[src/rtl/rv_alu_exec_if.sv]
// Handshake/data bundle for the execute-stage ALU.
// slave is the ALU's view. master is the view of the surrounding
// pipeline, which drives operations upstream and consumes results downstream.
interface rv_alu_exec_if #(
  parameter int XLEN    = 32,
  parameter int RADDR_W = 5
);
  // upstream side
  logic               in_valid_i;
  logic               in_ready_o;
  logic [3:0]         alu_op_sel_i;
  logic [XLEN-1:0]    op_a_i;
  logic [XLEN-1:0]    op_b_i;
  logic [RADDR_W-1:0] rd_addr_i;
  logic               flush_i;
  // downstream side
  logic               out_valid_o;
  logic               out_ready_i;
  logic [XLEN-1:0]    result_o;
  logic               zero_o;
  logic               illegal_o;
  logic [RADDR_W-1:0] rd_addr_o;

  modport slave (
    input  in_valid_i, alu_op_sel_i, op_a_i, op_b_i, rd_addr_i, flush_i,
           out_ready_i,
    output in_ready_o, out_valid_o, result_o, zero_o, illegal_o, rd_addr_o
  );

  modport master (
    output in_valid_i, alu_op_sel_i, op_a_i, op_b_i, rd_addr_i, flush_i,
           out_ready_i,
    input  in_ready_o, out_valid_o, result_o, zero_o, illegal_o, rd_addr_o
  );
endinterface

[src/rtl/rv_alu_exec.sv]
// Execute-stage ALU with a single-entry output register and valid/ready
// backpressure on both sides. Flush squashes the held entry and blocks intake.
module rv_alu_exec #(
  parameter int XLEN    = 32,
  parameter int RADDR_W = 5
) (
  input  logic          clk_i,
  input  logic          rst_n_i,
  rv_alu_exec_if.slave  bus
);

  localparam logic [3:0] OP_AND = 4'b0000;
  localparam logic [3:0] OP_OR  = 4'b0001;
  localparam logic [3:0] OP_ADD = 4'b0010;
  localparam logic [3:0] OP_SUB = 4'b0110;

  typedef enum logic {EMPTY = 1'b0, FULL = 1'b1} state_t;

  // Everything the stage holds besides the valid state.
  typedef struct packed {
    logic [XLEN-1:0]    result;
    logic               zero;
    logic               illegal;
    logic [RADDR_W-1:0] rd_addr;
  } rsp_t;

  state_t state_q;
  rsp_t   rsp_q;
  rsp_t   rsp_d;
  logic   accept;

  // Combinational ALU: illegal codes produce 0 and are never flagged zero.
  always_comb begin
    rsp_d         = '0;
    rsp_d.rd_addr = bus.rd_addr_i;
    unique case (bus.alu_op_sel_i)
      OP_ADD:  rsp_d.result = bus.op_a_i + bus.op_b_i;
      OP_SUB:  rsp_d.result = bus.op_a_i - bus.op_b_i;
      OP_AND:  rsp_d.result = bus.op_a_i & bus.op_b_i;
      OP_OR:   rsp_d.result = bus.op_a_i | bus.op_b_i;
      default: rsp_d.illegal = 1'b1;
    endcase
    rsp_d.zero = !rsp_d.illegal && (rsp_d.result == '0);
  end

  // Ready is combinational so a draining entry can be replaced in one cycle.
  assign bus.in_ready_o = !bus.flush_i && ((state_q == EMPTY) || bus.out_ready_i);
  assign accept         = bus.in_valid_i && bus.in_ready_o;

  // Stage state and output register. Flush wins over accept and drain, and it
  // leaves the payload untouched because it is don't-care once invalid.
  always_ff @(posedge clk_i or negedge rst_n_i) begin
    if (!rst_n_i) begin
      state_q <= EMPTY;
      rsp_q   <= '0;
    end else if (bus.flush_i) begin
      state_q <= EMPTY;
    end else if (accept) begin
      state_q <= FULL;
      rsp_q   <= rsp_d;
    end else if (bus.out_ready_i) begin
      state_q <= EMPTY;
    end
  end

  assign bus.out_valid_o = (state_q == FULL);
  assign bus.result_o    = rsp_q.result;
  assign bus.zero_o      = rsp_q.zero;
  assign bus.illegal_o   = rsp_q.illegal;
  assign bus.rd_addr_o   = rsp_q.rd_addr;

endmodule
[src/flat_wrapper.sv]
// flat-port wrapper written by rule: the top's interface ports become plain ports
module rv_alu_exec_flat 
#(
  parameter int XLEN    = 32,
  parameter int RADDR_W = 5
)
  (clk_i, rst_n_i, bus_in_valid_i, bus_alu_op_sel_i, bus_op_a_i, bus_op_b_i, bus_rd_addr_i, bus_flush_i, bus_out_ready_i, bus_in_ready_o, bus_out_valid_o, bus_result_o, bus_zero_o, bus_illegal_o, bus_rd_addr_o);
  rv_alu_exec_if #(.XLEN(XLEN), .RADDR_W(RADDR_W)) bus_i ();
  input  logic clk_i;
  input  logic rst_n_i;
  input wire logic [$bits(bus_i.in_valid_i)-1:0] bus_in_valid_i;
  input wire logic [$bits(bus_i.alu_op_sel_i)-1:0] bus_alu_op_sel_i;
  input wire logic [$bits(bus_i.op_a_i)-1:0] bus_op_a_i;
  input wire logic [$bits(bus_i.op_b_i)-1:0] bus_op_b_i;
  input wire logic [$bits(bus_i.rd_addr_i)-1:0] bus_rd_addr_i;
  input wire logic [$bits(bus_i.flush_i)-1:0] bus_flush_i;
  input wire logic [$bits(bus_i.out_ready_i)-1:0] bus_out_ready_i;
  output wire logic [$bits(bus_i.in_ready_o)-1:0] bus_in_ready_o;
  output wire logic [$bits(bus_i.out_valid_o)-1:0] bus_out_valid_o;
  output wire logic [$bits(bus_i.result_o)-1:0] bus_result_o;
  output wire logic [$bits(bus_i.zero_o)-1:0] bus_zero_o;
  output wire logic [$bits(bus_i.illegal_o)-1:0] bus_illegal_o;
  output wire logic [$bits(bus_i.rd_addr_o)-1:0] bus_rd_addr_o;
  assign bus_i.in_valid_i = bus_in_valid_i;
  assign bus_i.alu_op_sel_i = bus_alu_op_sel_i;
  assign bus_i.op_a_i = bus_op_a_i;
  assign bus_i.op_b_i = bus_op_b_i;
  assign bus_i.rd_addr_i = bus_rd_addr_i;
  assign bus_i.flush_i = bus_flush_i;
  assign bus_i.out_ready_i = bus_out_ready_i;
  assign bus_in_ready_o = bus_i.in_ready_o;
  assign bus_out_valid_o = bus_i.out_valid_o;
  assign bus_result_o = bus_i.result_o;
  assign bus_zero_o = bus_i.zero_o;
  assign bus_illegal_o = bus_i.illegal_o;
  assign bus_rd_addr_o = bus_i.rd_addr_o;
  rv_alu_exec #(.XLEN(XLEN), .RADDR_W(RADDR_W)) u_core (.clk_i(clk_i), .rst_n_i(rst_n_i), .bus(bus_i));
endmodule
[config.mk]
export PLATFORM = sky130hd
export DESIGN_NAME = rv_alu_exec_flat
export DESIGN_NICKNAME = d
export VERILOG_FILES = /design/src/rtl/rv_alu_exec_if.sv /design/src/rtl/rv_alu_exec.sv /design/src/flat_wrapper.sv
export SDC_FILE = /design/constraint.sdc
export NUM_CORES = 1
export LEC_CHECK = 0
export CORE_ASPECT_RATIO = 1.75
export CORE_UTILIZATION = 47
export CTS_CLUSTER_DIAMETER = 100
export DETAILED_ROUTE_END_ITERATION = 8
export PLACE_DENSITY = 0.79
export SLEW_MARGIN = 5
export SYNTH_ARGS = -nofsm -noshare
export SYNTH_HDL_FRONTEND = slang
export SYNTH_SLANG_ARGS = --single-unit
[constraint.sdc]
create_clock -name clk_i -period 2 [get_ports clk_i]
set_input_delay 0.4 -clock clk_i [delete_from_list [all_inputs] [get_ports clk_i]]
set_output_delay 0.4 -clock clk_i [all_outputs]
set_load 0.05 [all_outputs]
==> results of run 1 <==
Yosys cell counts, types with 8 or more instances:
library cell,instances,area (um^2)
nor2_1,45,169
a31oi_1,17,106
a221oi_1,8,70.1
dfrtp_1,40,1000
nor3_1,15,75.1
xor2_1,22,193
nor2b_1,8,50.1
nand2_1,109,409
a21oi_1,51,255
o31ai_1,10,75.1
o21ai_0,60,300
maj3_1,22,220
o21a_1,9,67.6
or3_1,11,68.8
xnor2_1,21,184
nand4_1,11,68.8
inv_1,14,52.6
ha_1,34,425
nor4_1,12,75.1
clkbuf_1,20,75.1
cell families after synthesis:
kind of cell | count (synthesis) | synth area share [%]
muxes | 3 | 0.602
and+or+nand+nor | 255 | 24.7
xor gates and xnor gates | 43 | 7.55
adders and majority gates | 57 | 13.3
DFF | 40 | 20.1
AOI/OAI and AO/OA | 218 | 29.0
buffers and inverters | 48 | 4.81
layer usage:
layer,overflow,global-route usage (%)
met1,0,54.1
met2,1,85.3
met3,0,30.6
met4,4,60.7
met5,0,0
metrics by stage:
step / instances / setup TNS [ns]
global placement: 1119 / -67.17
detailed placement: 1119 / -72.60
floorplan: 664 / -38.61
CTS: 1168 / -46.85
what timing repair did:
item | 4_1_cts
buffers inserted | 44
gates resized for setup | 184
pin swaps | 84
setup endpoints to repair | 32
==> impl_results.md, run 1 <==
* Post-synth EDFFs at 0
* CTS Buf Count at 5
* CTS hold repair buffers at 0
* Largest net degree at the start of global routing at 52
* Total Routing Usage GR at 58.0%
* Unique masters post-synth at 73
* H-tree lvl count at 2
* Longest Clk Path Bufs at 2
* Initial Utilization at 48.4%
* IO Pins at 119
* Std cell rows at 49
* Seq/Total Area, Yosys at 20.1%
* Number of global-route vias before repair at 9081
* Prevailing post-synth register cell: dfrtp_1
* DIE HEIGHT at 138 um
* Clock sink count at 40
* Post-Synthesis Cells at 664
* Hpwl dp at 18300 um
* Async S/R FF share, synth at 100%
* Error: [ERROR GRT-0116] Global routing finished with congestion. Check the congestion regions in the DRC Viewer.
* Global-route wire length before repair at 48800 um
* Die Span X at 79.9 um
* Input/output buffers at 118
* Status: did not finish
* Mean area per synthesized cell at 7.51 um^2
* Yosys synthesis warning count at 0
* Pre-CTS setup slack at -3.25 ns
* Gpl congestion at 1.04
* Stopped at: global routing (5_1_grt)
* Synth Net Count at 777
* Placed Instance Area at 8250 um^2
* CTS Root Cell: clkbuf_16
* Synthesized area at 4990 um^2
* Grt ovf at 5
* Register bit count reported by yosys at 40
==> run 2: changes to the inputs <==
Settings changed: CORE_ASPECT_RATIO 1.75 to unset, CORE_UTILIZATION 47 to 35, CTS_CLUSTER_DIAMETER 100 to unset, PLACE_DENSITY 0.79 to unset, PLACE_DENSITY_LB_ADDON set to 0.15.
Clock period 2 ns to 2.6 ns, I/O delays scaled along.
==> run 2 against run 1 <==
Net effect:
- the flow now finishes, with violations (setup timing)
- synthesized cell count is the same
- area after synthesis is the same
==> impl_results.md, run 2 <==
* Mean area per synthesized cell at 7.51 um^2
* H-tree lvl count at 2
* Post-route setup slack at -1.82 ns
* Peak Freq at 226 MHz
* Cell count after placement at 1165
* Clk pin slew, worst setup/hold paths at 0.05 ns
* Unrepaired setup endpoints after global routing: true
* Register area at 1000 um^2
* Setup CP Type: in2reg
* Initial Utilization at 35.9%
* Via/cell ratio at 5.39
* Final core occ at 71.2%
* CP required at 2.82 ns
* Post-Synthesis Cells at 664
* Period utilization at 170%
* Synth top cells by count: 109 x nand2_1, 60 x o21ai_0, 51 x a21oi_1
* Synth Net Count at 777
* Worst setup SP type: primary input
* WL final at 22000 um
* Longest Clk Path Bufs at 2
* Clock sink count at 40
* Worst-path maximum fanout at 4
* Hold slack at 0.341 ns
* Commonest non-fill, non-tap cell in the layout: buf_4
* Final ANT Viol Nets at 0
* Drc violations at 0
* Max-slew headroom at 44.9%
* Total Routing Usage GR at 29.2%
* Die ar. at 14700 um^2
* Data arrival time of the worst path at 4.64 ns
* Worst vdd ir at 0.237 mV
* Core ar. at 13900 um^2
* Max Cap Viol at 0
* Grt ovf at 0
* Area occupied by multi-input gates at 4820 um^2
* Layout cells sized above 1 at 45.5%
* Worst skew pair latency at 0.28 ns
* Via count at 6652
* Most frequent cells in the layout: 250 x buf_4, 99 x clkdlybuf4s50_1, 97 x nand2_1
* Crit end category: register
* Gpl congestion at 0.943
* Final min period at 4.42 ns
* Cell taking the most area after synthesis: dfrtp_1
* Final hold vios at 0
* Die Span X at 121 um
* Power Dens Cells at 400 nW/um^2
* Std cell rows at 43
* Most frequent cell after synthesis: nand2_1
* Max FFs per register at 32
* Max Clock Skew at 0.00205 ns
* Seq/Total Area, Yosys at 20.1%
* CTS Buf Count at 5
* Filler cells at 1129
* Largest net degree at the start of global routing at 52
* Fin nets at 1167
* Top-area cell type share of the netlist area at 20.1%
* Hold WC Path Type: in2async
* Async S/R FF share, synth at 100%
* Input/output buffers at 118
* Setup-failing EPs final at 28
* Non-filler cells in the finished layout at 1235
* Max-slew violations at 0
* Hpwl dp at 17500 um
* Post-synth EDFFs at 0
* Register bit count reported by yosys at 40
* Violated checks: setup timing
* DIE HEIGHT at 121 um
* Diodes inserted at 0
* Global-route wire length before repair at 33300 um
* CTS Root Cell: clkbuf_16
* Yosys synthesis warning count at 0
* Number of global-route vias before repair at 6429
* Unique masters post-synth at 73
* CTS tree: done
* Prevailing post-synth register cell: dfrtp_1
* Least-Margin Pin Slew at 0.826 ns
* Pleak at 0.00434 uW
* Synthesized area at 4990 um^2
* 1st-pass router iterations at 5
* Routed WL per cell at 17.8 um
* Status: finished, violations left
* Initial drt markers at 328
* Ranking of synthesized cells by area: dfrtp_1 20%, ha_1 8.5%, nand2_1 8.2%, o21ai_0 6.0%, a21oi_1 5.1%
* P&R area growth vs syn at 98.2%
* IO Pins at 119
* Initial antenna violation count at 0
==> run 2: cell counts after synthesis <==
No cell type changed its count.
==> run 2: cell type report <==
type	count	share of cell area, %
Multi-Input combinational cell	576	48.7
Timing Repair Buffer	417	36.8
Sequential cell	40	10.1
Tap cell	180	2.28
Clock buffer	8	1.48
Inverter	14	0.582
==> run 2: worst paths after layout <==
check / startpoint / slack [ns] / depth (start not counted) / endpoint
setup reg to reg: u_core.bus.out_valid_o / 0.20 / 10 / u_core.bus.zero_o
setup / recovery: bus_op_b_i[2] / -1.82 / 22 / u_core.bus.zero_o
max in group asynchronous: rst_n_i / 1.74 / 1 / u_core.bus.result_o[28]
min in group clk_i: u_core.bus.result_o[23] / 0.47 / 2 / u_core.bus.result_o[23]
hold reg to reg: u_core.bus.result_o[23] / 0.47 / 2 / u_core.bus.result_o[23]
hold / removal: rst_n_i / 0.34 / 1 / u_core.bus.result_o[3]
==> run 2: report_power, final <==
part,switching (uW),leakage (uW),internal [uW]
Clock,215,0.0000712,382
Sequential,42.0,0.000519,702
Combinational,1360,0.00375,1260
==> run 2: kinds of logic (layout without fill, tap and decap cells) <==
group	count (synthesis)	in the layout	synth area share, %
AO/OA/AOI/OAI	218	218	29.0
XOR/XNOR	43	43	7.55
adder cells (fa/ha/maj)	57	57	13.3
buffers and inverters	48	439	4.81
flip-flops	40	40	20.1
multiplexers	3	3	0.602
AND/OR/NAND/NOR	255	255	24.7
==> run 2: worst max-delay path, cell delays in order <==
cell	delay, ns
buf_8	0.10
nor3_4	0.23
nand2b_4	0.07
or3_4	0.35
nor3_4	0.19
nand3b_1	0.13
buf_6	0.15
nor2b_4	0.13
nand3b_1	0.11
or3_4	0.35
nand2_2	0.07
xor2_1	0.15
ha_1	0.31
nand2_2	0.11
nor2_2	0.06
a2111o_1	0.40
a41oi_4	0.23
mux2i_1	0.12
or4_4	0.50
nor4_4	0.16
nand4_1	0.12
nand2_1	0.08
==> run 2: per-stage QoR <==
stage | cell area [um^2] | power [uW] | setup WS (ns) | setup TNS [ns]
CTS | 9320 | 3750 | -1.86 | -31.48
finish | 9890 | 3960 | -1.82 | -32.11
floorplan | 5250 | 1850 | -1.68 | -23.74
detailed placement | 8210 | 2850 | -2.58 | -53.55
global route | 9890 | 4160 | -2.00 | -36.47
global placement | 8210 | 2820 | -2.50 | -51.78
==> run 2: metal layers <==
layer	share of wire [%]	track usage, %
met3	4.9	1.69
met4	2.0	8.64
met1	47	41.9
met2	46	46.6
met5	0	0
==> run 2: repair_timing <==
item                       in CTS  in global routing
pin swaps                      94                 61
hold buffers                    0                  0
gates resized for setup       200                 90
setup endpoints to repair      31                 30
hold endpoints to repair        0                  0
buffers inserted               47                 25
gates cloned                    0                  0
Power figures use the tool's default switching activity.
==> run 3: changes to the inputs <==
Settings changed: SKIP_LAST_GASP set to 1, SLEW_MARGIN 5 to unset.
==> run 3 against run 2 <==
Net effect:
- the flow still finishes with violations (setup timing)
- via count shrank 0.23%
- highest routed layer unchanged
- clock-buffer cell count is the same
- cell count shrank 0.24%
- flip-flop and latch count is the same
- power shrank 1.5%
- first-iteration DRC count shrank 7.9%
- clock skew shrank 0.00091 ns
- non-clock buffer count shrank 3
==> impl_results.md, run 3 (same netlist as run 2, synthesis figures left out) <==
* Initial antenna violation count at 0
* Non-filler cells in the finished layout at 1232
* Most frequent cells in the layout: 267 x buf_4, 99 x nand2_1, 99 x clkdlybuf4s50_1
* Critical Path Max Stage Delay at 0.36 ns
* Setup-failing EPs final at 28
* Die ar. at 14700 um^2
* Slowest-stage cell, CP: ha_1
* Max FFs per register at 32
* P&R area growth vs syn at 94.7%
* Period utilization at 171%
* DIE HEIGHT at 121 um
* Setup CP Type: in2reg
* Reg2Reg Depth at 10
* Largest net degree at the start of global routing at 52
* Unrepaired setup endpoints after global routing: true
* Post-route setup slack at -1.84 ns
* WL final at 21900 um
* Max-slew headroom at 44.5%
* Grt ovf at 0
* 1st-pass router iterations at 4
* Cell count after placement at 1165
* Global-route wire length before repair at 33200 um
* Number of global-route vias before repair at 6410
* IO Pins at 119
* Max Clock Skew at 0.00114 ns
* Worst skew pair latency at 0.28 ns
* CP most frequent cell: buf_4
* Pleak at 0.00429 uW
* Violated checks: setup timing
* Core ar. at 13900 um^2
* Final min period at 4.44 ns
* H-tree lvl count at 2
* Total power at 3900 uW
* Via count at 6637
* CTS tree: done
* Layout cells sized above 1 at 44.2%
* Clock sink count at 40
* Fin area at 9720 um^2
* Final core occ at 70.0%
* Via/cell ratio at 5.39
* CTS Root Cell: clkbuf_16
* Fin nets at 1164
* CTS Buf Count at 5
* Drc violations at 0
* Worst setup path start: bus_op_b_i[2]
* Least-Margin Pin Slew at 0.832 ns
* Total Routing Usage GR at 29.1%
* Input/output buffers at 118
* Gpl congestion at 0.943
* Longest Clk Path Bufs at 2
* Worst setup SP type: primary input
* Diodes inserted at 0
* Peak Freq at 225 MHz
* Die Span X at 121 um
* Worst vdd ir at 0.237 mV
* CP required at 2.82 ns
* FF-to-FF Start: u_core.bus.out_valid_o
* Commonest non-fill, non-tap cell in the layout: buf_4
* Routed WL per cell at 17.8 um
* Initial drt markers at 302
* Clk pin slew, worst setup/hold paths at 0.05 ns
* Max-slew violations at 0
* Pre-CTS setup slack at -2.58 ns
* Placed Instance Area at 8210 um^2
* Power Dens Cells at 401 nW/um^2
* Crit end category: register
* Max Cap Viol at 0
* Data arrival time of the worst path at 4.66 ns
* Status: finished, violations left
* Final hold vios at 0
* Worst-path maximum fanout at 4
* Hold WC Path Type: in2async
* Std cell rows at 43
* Hpwl dp at 17500 um
* Final ANT Viol Nets at 0
* Initial Utilization at 35.9%
## run 3: through the flow
stage                     setup TNS (ns)  hold WS (ns)
after CTS                         -31.72         0.381
after floorplan                   -23.74         0.224
final                             -34.68         0.341
after global routing              -39.11         0.427
after detailed placement          -53.55         0.462
after global placement            -51.78         0.453
## run 3: final timing paths
check	end	slack, ns
max	u_core.bus.zero_o	-1.84
min	u_core.bus.result_o[3]	0.34
max reg2reg	u_core.bus.zero_o	0.16
min reg2reg	u_core.bus.result_o[23]	0.47
max in group asynchronous	u_core.bus.result_o[28]	1.73
min in group clk_i	u_core.bus.result_o[23]	0.47
## run 3: report_power, final
group          total (uW)  internal [uW]  switching, uW
logic                2560           1220           1340
clock network         597            382            215
registers             744            702           42.1
total                3900           2300           1600
## run 3: critical path: cells and delay by family
kind / cells / cell delay [ns]
AND/OR/NAND/NOR: 12 / 2.06
buffers and inverters: 8 / 0.98
AO/OA/AOI/OAI: 3 / 0.50
adder cells (fa/ha/maj): 1 / 0.36
XOR/XNOR: 2 / 0.23
## run 3: layer usage
metal	track usage, %	wire, um	vias to the layer above
met3	1.60	1300	30
met5	0	0	-
met2	46.6	10100	247
met4	8.64	459	0
li1	-	-	3255
met1	41.8	10100	3105
## run 3: layout make-up
class / count / area [um^2]
Timing Repair Buffer: 414 / 3540
Fill cell: 1157 / 4170
Inverter: 14 / 57.6
Tap cell: 180 / 225
Clock buffer: 8 / 146
Sequential cell: 40 / 1000
Multi-Input combinational cell: 576 / 4750
## run 3: what timing repair did
action                                  CTS  global route
hold buffers                              0             0
pin swaps                                92            54
endpoints found under the setup margin   31            30
setup buffers                            47            19
gates resized for setup                 182            70
